[src/rtl/kl8e_keyboard.sv]
// kl8e_keyboard: PDP-8 console keyboard receiver (KL8E, IOT device 03).
// Deserialises 8N1 async serial from rx into a receive buffer and raises
// kbd_flag. It also decodes the IOT 603x instructions for AC transfer, skip
// and flag control.
//
// Ports:
//   SYSCLK            system clock, all state on the rising edge
//   RESET             asynchronous active-high reset
//   rx                serial input, idle high, asynchronous to SYSCLK
//   iot/iot_dev/iot_op  IOT strobe, device field IR[8:3], op bits IR[2:0]
//   ac_in             current AC
//   ac_out/ac_we      value to load into AC, and its load enable
//   skip              skip the next instruction
//   kbd_flag          byte available
//   frame_err         sticky: stop bit sampled low
//   overrun           sticky: byte completed while the flag was still set
//   irq               interrupt request
//
// Optional feature macro: KL8E_INT_EN. When it is defined, the block has an
// interrupt-enable register written by KIE, and irq = kbd_flag & ie
// (registered). When it is undefined, irq is tied to 0.
module kl8e_keyboard #(
  parameter int unsigned CLKS_PER_BIT = 109,
  parameter logic [5:0]  DEVICE       = 6'o03
) (
  input  logic        SYSCLK,
  input  logic        RESET,
  input  logic        rx,
  input  logic        iot,
  input  logic [5:0]  iot_dev,
  input  logic [2:0]  iot_op,
  input  logic [11:0] ac_in,
  output logic [11:0] ac_out,
  output logic        ac_we,
  output logic        skip,
  output logic        kbd_flag,
  output logic        frame_err,
  output logic        overrun,
  output logic        irq
);

  localparam int unsigned CntW = $clog2(CLKS_PER_BIT);
  localparam logic [CntW-1:0] BitLoad  = CntW'(CLKS_PER_BIT - 1);
  localparam logic [CntW-1:0] HalfLoad = CntW'(CLKS_PER_BIT / 2 - 1);

  typedef enum logic [2:0] {StIdle, StStart, StData, StStop, StBreak} state_e;

  state_e          state_q, state_d;
  logic [CntW-1:0] cnt_q, cnt_d;
  logic [2:0]      bit_idx_q, bit_idx_d;
  logic [7:0]      shreg_q, shreg_d;
  logic [7:0]      data_q, data_d;
  logic            rx_meta_q, rx_sync_q;
  logic            flag_q, flag_d;
  logic            frame_err_q, frame_err_d;
  logic            overrun_q, overrun_d;
  logic            sel, flag_clr;

  // IOT decode: purely combinational from the op bits and current state.
  assign sel = iot && (iot_dev == DEVICE);

  always_comb begin
    ac_out   = 12'd0;
    ac_we    = 1'b0;
    skip     = 1'b0;
    flag_clr = 1'b0;
    if (sel) begin
      unique case (iot_op)
        3'd0: flag_clr = 1'b1;
        3'd1: skip = flag_q;
        3'd2: begin
          ac_we    = 1'b1;
          flag_clr = 1'b1;
        end
        3'd3: begin
          skip     = flag_q;
          flag_clr = 1'b1;
        end
        3'd4: begin
          ac_we  = 1'b1;
          ac_out = ac_in | {4'b0, data_q};
        end
        3'd5: ;  // KIE: handled by the interrupt-enable logic when present
        3'd6: begin
          ac_we    = 1'b1;
          ac_out   = {4'b0, data_q};
          flag_clr = 1'b1;
        end
        3'd7: begin
          skip     = flag_q;
          ac_we    = 1'b1;
          ac_out   = {4'b0, data_q};
          flag_clr = 1'b1;
        end
      endcase
    end
  end

  // Receive FSM; a completing byte overrides a same-cycle flag clear.
  always_comb begin
    state_d     = state_q;
    cnt_d       = cnt_q;
    bit_idx_d   = bit_idx_q;
    shreg_d     = shreg_q;
    data_d      = data_q;
    flag_d      = flag_clr ? 1'b0 : flag_q;
    frame_err_d = frame_err_q;
    overrun_d   = overrun_q;
    unique case (state_q)
      StIdle: begin
        if (!rx_sync_q) begin
          state_d = StStart;
          cnt_d   = HalfLoad;
        end
      end
      StStart: begin
        if (cnt_q != '0) begin
          cnt_d = cnt_q - CntW'(1);
        end else if (!rx_sync_q) begin
          state_d   = StData;
          cnt_d     = BitLoad;
          bit_idx_d = 3'd0;
        end else begin
          state_d = StIdle;
        end
      end
      StData: begin
        if (cnt_q != '0) begin
          cnt_d = cnt_q - CntW'(1);
        end else begin
          shreg_d   = {rx_sync_q, shreg_q[7:1]};
          cnt_d     = BitLoad;
          bit_idx_d = bit_idx_q + 3'd1;
          if (bit_idx_q == 3'd7) state_d = StStop;
        end
      end
      StStop: begin
        if (cnt_q != '0) begin
          cnt_d = cnt_q - CntW'(1);
        end else if (rx_sync_q) begin
          data_d  = shreg_q;
          flag_d  = 1'b1;
          if (flag_q && !flag_clr) overrun_d = 1'b1;
          state_d = StIdle;
        end else begin
          frame_err_d = 1'b1;
          state_d     = StBreak;
        end
      end
      StBreak: begin
        if (rx_sync_q) state_d = StIdle;
      end
      default: state_d = StIdle;
    endcase
  end

  always_ff @(posedge SYSCLK or posedge RESET) begin
    if (RESET) begin
      rx_meta_q   <= 1'b1;
      rx_sync_q   <= 1'b1;
      state_q     <= StIdle;
      cnt_q       <= '0;
      bit_idx_q   <= 3'd0;
      shreg_q     <= 8'd0;
      data_q      <= 8'd0;
      flag_q      <= 1'b0;
      frame_err_q <= 1'b0;
      overrun_q   <= 1'b0;
    end else begin
      rx_meta_q   <= rx;
      rx_sync_q   <= rx_meta_q;
      state_q     <= state_d;
      cnt_q       <= cnt_d;
      bit_idx_q   <= bit_idx_d;
      shreg_q     <= shreg_d;
      data_q      <= data_d;
      flag_q      <= flag_d;
      frame_err_q <= frame_err_d;
      overrun_q   <= overrun_d;
    end
  end

  assign kbd_flag  = flag_q;
  assign frame_err = frame_err_q;
  assign overrun   = overrun_q;

`ifdef KL8E_INT_EN
  logic ie_q, ie_d, irq_q, irq_d;

  always_comb begin
    ie_d  = ie_q;
    if (sel && (iot_op == 3'd5)) ie_d = ac_in[0];
    irq_d = flag_q & ie_q;
  end

  always_ff @(posedge SYSCLK or posedge RESET) begin
    if (RESET) begin
      ie_q  <= 1'b1;
      irq_q <= 1'b0;
    end else begin
      ie_q  <= ie_d;
      irq_q <= irq_d;
    end
  end

  assign irq = irq_q;
`else
  assign irq = 1'b0;
`endif

endmodule
[config.mk]
export PLATFORM = sky130hd
export DESIGN_NAME = kl8e_keyboard
export DESIGN_NICKNAME = d
export VERILOG_FILES = /design/src/rtl/kl8e_keyboard.sv
export SDC_FILE = /design/constraint.sdc
export NUM_CORES = 1
export LEC_CHECK = 0
export CAP_MARGIN = 25
export CORE_ASPECT_RATIO = 2
export CORE_MARGIN = 4
export CORE_UTILIZATION = 49
export DETAILED_ROUTE_END_ITERATION = 8
export GPL_ROUTABILITY_DRIVEN = 0
export GPL_TIMING_DRIVEN = 0
export PLACE_DENSITY_LB_ADDON = 0.08
export SETUP_SLACK_MARGIN = 0.4
export SLEW_MARGIN = 20
export SYNTH_ARGS = -nofsm -noshare
export SYNTH_HDL_FRONTEND = slang
export SYNTH_SLANG_ARGS = --single-unit
export TNS_END_PERCENT = 20
[constraint.sdc]
create_clock -name SYSCLK -period 2.48 [get_ports SYSCLK]
set_input_delay 0.248 -clock SYSCLK [delete_from_list [all_inputs] [get_ports SYSCLK]]
set_output_delay 0.248 -clock SYSCLK [all_outputs]
set_load 0.02 [all_outputs]
==> results of run 1 <==
==> cell usage after synthesis, types with 2 or more instances <==
cell and n:
nor2_1 19, a31oi_1 2, clkbuf_1 2, ha_1 3, dfrtp_1 32, a21o_1 3, buf_6 2, nor3_1 4
o211ai_1 2, nand2_1 3, mux2_2 17, a21oi_1 13, nor2b_1 2, o21ai_0 12, a22o_1 2, inv_1 8
dfstp_2 2, nor4b_1 3, or2_2 3, nand3_1 2, a211oi_1 3, o21bai_1 2, and2_1 4, nand2b_1 2
==> sequential cells by signal, summed over array words and instances (netlist names) <==
register and cells:
state_q 3, shreg_q 8, rx_sync_q 1, data_q 8, cnt_q 7, rx_meta_q 1, kbd_flag 1, frame_err 1
overrun 1, bit_idx_q 3
==> what timing repair did <==
item | in CTS | in global routing
hold buffers | 0 | 0
endpoints found under the hold margin | 0 | 0
buffers inserted | 2 | 5
endpoints found under the setup margin | 36 | 40
pin swaps | 2 | 7
gates cloned | 0 | 1
gates resized for setup | 53 | 28
==> per-layer routing <==
layer / GRT usage / up-vias / wire, um
li1: - / 717 / -
met1: 0.188 / 717 / 1540
met2: 0.349 / 41 / 2500
met3: 0.0303 / 10 / 159
met4: 0.106 / 0 / 84
met5: 0 / - / 0
==> how the worst max path moves through the flow <==
stage,start,to,slack [ns],cells past startpoint
finish,cnt_q[1]$_DFFE_PP0P_,shreg_q[1]$_DFFE_PP0P_,0.36,7
global route,cnt_q[1]$_DFFE_PP0P_,shreg_q[1]$_DFFE_PP0P_,0.25,7
CTS,cnt_q[0]$_DFFE_PP0P_,shreg_q[1]$_DFFE_PP0P_,0.20,7
detailed placement,iot_dev[2],ac_out[2],-0.30,7
global placement,iot_dev[2],ac_out[2],-0.22,7
floorplan,cnt_q[0]$_DFFE_PP0P_,shreg_q[1]$_DFFE_PP0P_,0.40,7
==> power by group <==
group	switching [uW]	total, uW	internal, uW
registers	2.23	562	560
logic	38.9	86.3	47.4
clock network	197	391	194
==> stage by stage <==
step	utilization	instances	power (uW)	area, sq um	TNS [ns]
4_1_cts	0.681	266	1050	2350	0
5_1_grt	0.703	272	1080	2430	0
2_1_floorplan	-	167	604	1780	0
3_5_place_dp	0.651	256	656	2250	-2.81
3_3_place_gp	0.651	256	653	2250	-2.02
6_report	0.703	272	1040	2430	0
==> cell type report <==
type | count | area [sq um] | area share
Timing Repair Buffer | 48 | 427 | 0.176
Sequential cell | 34 | 853 | 0.352
Clock buffer | 6 | 72.6 | 0.0299
Multi-Input combinational cell | 119 | 907 | 0.374
Inverter | 8 | 30.0 | 0.0124
Buffer | 7 | 67.6 | 0.0278
Tap cell | 48 | 60.1 | 0.0247
Clock inverter | 2 | 10.0 | 0.00412
==> critical path, cell delays in order (launching register included) <==
cell,delay [ns]
dfrtp_1,0.39
inv_2,0.08
ha_4,0.15
or4b_4,0.51
nor3_4,0.24
and2_4,0.20
buf_8,0.12
mux2_2,0.33
==> kinds of logic after synthesis <==
logic type / after synthesis / synth area share
AND/OR/NAND/NOR: 49 / 0.164
AO/OA/AOI/OAI: 47 / 0.169
flip-flops: 34 / 0.481
multiplexers: 18 / 0.114
buffers and inverters: 15 / 0.0494
adder cells (fa/ha/maj): 3 / 0.0212
other: 1 / 0.00211
==> flow_summary.yaml, run 1 <==
status:
  status: "completed"
routing:
  vias_per_cell: 5.46
  drt_iter0_markers: 35
  drc: 0
  dr_total_vias: 1485
  post_drt_wl_per_cell_um: 15.7
  drt-pass1-iter-count: 4
  drt_wl_total_mm: 4.28
  ant_nets: 0
die:
  die_width_um: 50.6
  core_sq_mm: 0.00345
  num_rows: 30
  die_h_um: 93.1
  io_pins: 43
  start_util: 0.514
  die-area_sq_mm: 0.00471
grt:
  grt_max_degree: 35
  grt_pass1_wl_mm: 6.78
  grt_usage: 0.187
  grt-ovfl-total: 0
  first_global_vias: 1493
  antenna_found_initial: 0
clock_network:
  cts_sinks: 34
  clk_latency_ns: 0.29
  clock-root-buffer: "clkbuf_8"
  clk_path_buf_depth: 2
  clk_pin_slew_ns: 0.07
  h-tree-depth: 2
  cts_tree: "done"
  numCtsBuffers: 5
finish:
  fill_cells: 276
  final_cell_mix: "32 x dfrtp_1, 24 x clkdlybuf4s50_1, 17 x mux2_2, 17 x nor2_1, 16 x buf_4"
  drive_gt1_frac: 0.317
  n_antenna_cell: 0
  final_common_cell: "dfrtp_1"
  fin_nets: 251
  areaGrowthSynthToFinish_pct: 36.8
critical_path:
  worst-r2r-setup-slack_ns: 0.36
  criticalPathCategory: "reg2reg"
  r2r-start: "cnt_q[1]$_DFFE_PP0P_"
  cp-start-kind: "flip-flop"
  cp.required_ns: 2.65
  r2r-end: "shreg_q[1]$_DFFE_PP0P_"
  crit_path_max_fanout: 8
  reg2regPathDepth: 7
  critPathArrivalTime_ns: 2.29
  end_kind: "flip-flop"
synthesis:
  synth_edf_count: 0
  yosys_warnings: 0
  synth_top_area_cell: "dfrtp_1"
  synth_top_area_frac: 0.451
  syn_area_sq_mm: 0.00177
  ys_types: 44
  syn_avg_cell_area_sq_um: 10.6
  synthCells: 167
  synthArstFlopShare: 1.00
  synth_flop_cell: "dfrtp_1"
  yosysSeqAreaShare: 0.481
  syn_nets: 195
  ys_seq_elements: 34
  synth_top_cells_by_area: "dfrtp_1 45%, mux2_2 11%, nor2_1 4.0%"
sta:
  tightest_slew_ns: 0.679
  whs_ns: 0.352
  rsz0062_at_grt: "yes"
  hold_violations: 0
  setup_violations: 0
  finClkSkew_ns: 0.00632
  setup_ws_ns: 0.356
  relSlewSlack: 0.546
  max_freq_mhz: 471
  layout_min_cycle_time_ns: 2.12
  drv_slew: 0
  fin_crit_sh: 0.857
min_path:
  min_path_type: "reg2reg"
  worstHoldStart: "rx_meta_q$_DFF_PP1_"
  min_path_cells: 0
  hold_end: "rx_sync_q$_DFF_PP1_"
place:
  portBuffers: 41
  pre_cts_slack_ns: -0.304
  hpwlAfterDp_mm: 3.12
flow_run:
  cap_violations: 0
pwr:
  power-per-cell-area_mw_per_mm2: 428
  leakagePower_uw: 0.00114
  ir_drop_mv: 0.414
Power figures use the tool's default switching activity.
==> run 2: changes to the inputs <==
--- a/config.mk
+++ b/config.mk
@@ -5,10 +5,11 @@
 export SDC_FILE = /design/constraint.sdc
 export NUM_CORES = 1
 export LEC_CHECK = 0
+export ABC_AREA = 1
 export CAP_MARGIN = 25
 export CORE_ASPECT_RATIO = 2
-export CORE_MARGIN = 4
-export CORE_UTILIZATION = 49
+export CORE_UTILIZATION = 52
+export CTS_BUF_LIST = sky130_fd_sc_hd__clkbuf_8
 export DETAILED_ROUTE_END_ITERATION = 8
 export GPL_ROUTABILITY_DRIVEN = 0
 export GPL_TIMING_DRIVEN = 0
==> flow_summary.yaml, run 2 <==
pwr:
  internal_power_uw: 901
  leakagePower_uw: 0.00123
  combinationalPowerShare: 0.074
  power.switching_uw: 237
  swShare: 0.208
  power-per-cell-area_mw_per_mm2: 450
  ir_drop_mv: 0.570
  p_total_uw: 1140
  seq_power_share: 0.494
  pwr-share-clk: 0.432
sta:
  rsz0062_at_grt: "yes"
  finClkSkew_ns: 0.00513
  max_freq_mhz: 443
  hold_violations: 0
  tightest_slew_ns: 0.690
  fin_setup_tns_ns: 0
  relSlewSlack: 0.539
  layout_min_cycle_time_ns: 2.26
  setup_violations: 0
  drv_slew: 0
  fin_crit_sh: 0.911
finish:
  largestRegisters: "data_q x8, shreg_q x8, cnt_q x7"
  final_cell_area_sq_mm: 0.00253
  final_cell_mix: "86 x nand2_1, 37 x clkdlybuf4s50_1, 33 x inv_1"
  n_antenna_cell: 0
  areaGrowthSynthToFinish_pct: 31.3
  fin_nets: 328
  final_common_cell: "nand2_1"
  post-route-util: 0.708
  fin_cells: 350
  drive_gt1_frac: 0.140
synthesis:
  yosysSeqAreaShare: 0.443
  yosys_warnings: 0
  synthCells: 251
  synth_flop_cell: "dfrtp_1"
  synth_top_area_frac: 0.416
  ys_types: 33
  syn_nets: 279
  synth_edf_count: 0
  yosysMostFrequentCell: "nand2_1"
  ys_seq_elements: 34
  syn_area_sq_mm: 0.00193
  syn_avg_cell_area_sq_um: 7.67
  synthArstFlopShare: 1.00
  netlist_top_cells_count: "86 x nand2_1, 34 x inv_1, 32 x dfrtp_1"
  synth_top_area_cell: "dfrtp_1"
  synth_top_cells_by_area: "dfrtp_1 42%, nand2_1 17%, inv_1 6.6%"
grt:
  grt_usage: 0.217
  first_global_vias: 1580
  grt_max_degree: 35
  grt-ovfl-total: 0
  antenna_found_initial: 0
  grt_pass1_wl_mm: 6.36
routing:
  drt_iter0_markers: 34
  ant_nets: 0
  dr_total_vias: 1682
  drt_wl_total_mm: 3.82
  post_drt_wl_per_cell_um: 10.9
  drc: 0
  vias_per_cell: 4.81
  drt-pass1-iter-count: 4
clock_network:
  h-tree-depth: 2
  clk_latency_ns: 0.29
  cts_sinks: 34
  cts_hold_buf: 0
  clk_path_buf_depth: 2
  clock-root-buffer: "clkbuf_8"
  numCtsBuffers: 5
  cts_tree: "done"
  clk_pin_slew_ns: 0.06
die:
  die_width_um: 45.0
  die_h_um: 88.1
  num_rows: 31
  core_sq_mm: 0.00357
  die-area_sq_mm: 0.00397
  start_util: 0.540
  io_pins: 43
place:
  dpl_cell_area_sq_mm: 0.00240
  placed_cells: 341
  hpwlAfterDp_mm: 3.02
  portBuffers: 41
critical_path:
  cp_cell_sequence: "clkdlybuf4s50_1, nor2_1, nand2_1, inv_1, clkbuf_2, nand2_1, a21oi_1, clkdlybuf4s50_1"
  cp.required_ns: 2.23
  cp-start-kind: "primary input"
  crit_path_max_fanout: 10
  cp_num_buf_inv: 4
  criticalPathCategory: "in2out"
  critical-path-slowest-cell: "clkdlybuf4s50_1"
  crit_family: "buffers and inverters"
  cp_slowest_stage_delay_ns: 0.61
  end_kind: "primary output"
  critPathArrivalTime_ns: 2.01
min_path:
  min_path_type: "reg2reg"
flow_run:
  cap_violations: 0
status:
  status: "completed"
-- run 2: final cells by class --
class / count / area (sq um)
fill: 310 / 1040
multi-input combinational: 177 / 912
sequential: 34 / 853
timing repair buffer: 42 / 420
inverter: 35 / 131
clock buffer: 5 / 68.8
tap: 49 / 61.3
clock inverter: 3 / 40.0
buffer: 5 / 40.0
-- run 2: power by group through the flow --
| stage | clock (uW) | combinational (uW) | sequential [uW] |
|---|---|---|---|
| after global routing | 529 | 92.5 | 562 |
| after CTS | 502 | 85.6 | 562 |
| after global placement | 0 | 82.2 | 572 |
| after detailed placement | 0 | 83.5 | 572 |
| after floorplan | 0 | 29.5 | 575 |
| final | 492 | 84.2 | 562 |
-- run 2: metal layers --
metal,vias up,track usage,part of all wire
met5,-,0,0
met4,0,0.102,0.018
met3,6,0.0474,0.044
met2,38,0.420,0.57
met1,758,0.197,0.36
li1,880,-,-
-- run 2: repair_timing --
| item | 4_1_cts | 5_1_grt |
|---|---|---|
| gates resized for setup | 5 | 2 |
| buffers inserted | 1 | 0 |
| pin swaps | 2 | 0 |
| endpoints found under the hold margin | 0 | 0 |
| endpoints found under the setup margin | 14 | 13 |
-- run 2: cell families after synthesis --
group,Yosys count,share of synthesized area
AND/OR/NAND/NOR,133,0.310
flip-flops,34,0.443
AO/OA/AOI/OAI,39,0.133
adder cells (fa/ha/maj),3,0.0195
other,1,0.00195
buffers and inverters,40,0.0884
XOR/XNOR,1,0.00455
-- run 2: per-stage QoR --
stage | setup slack, ns | hold WS, ns
4_1_cts | 0.206 | 0.358
5_1_grt | 0.0755 | 0.360
2_1_floorplan | 0.986 | 0.252
3_3_place_gp | -0.0541 | 0.346
6_report | 0.222 | 0.357
3_5_place_dp | -0.0610 | 0.349
-- run 2: final timing paths --
path / to / cells past startpoint / start / slack [ns]
hold / removal: rx_sync_q$_DFF_PP1_ / 0 / rx_meta_q$_DFF_PP1_ / 0.36
max in group asynchronous: bit_idx_q[0]$_DFFE_PP0P_ / 2 / RESET / 1.65
setup reg to reg: shreg_q[2]$_DFFE_PP0P_ / 8 / cnt_q[0]$_DFFE_PP0P_ / 0.78
min in group asynchronous: overrun$_DFFE_PP0P_ / 2 / RESET / 0.39
hold reg to reg: rx_sync_q$_DFF_PP1_ / 0 / rx_meta_q$_DFF_PP1_ / 0.36
setup / recovery: ac_out[2] / 8 / iot_op[0] / 0.22
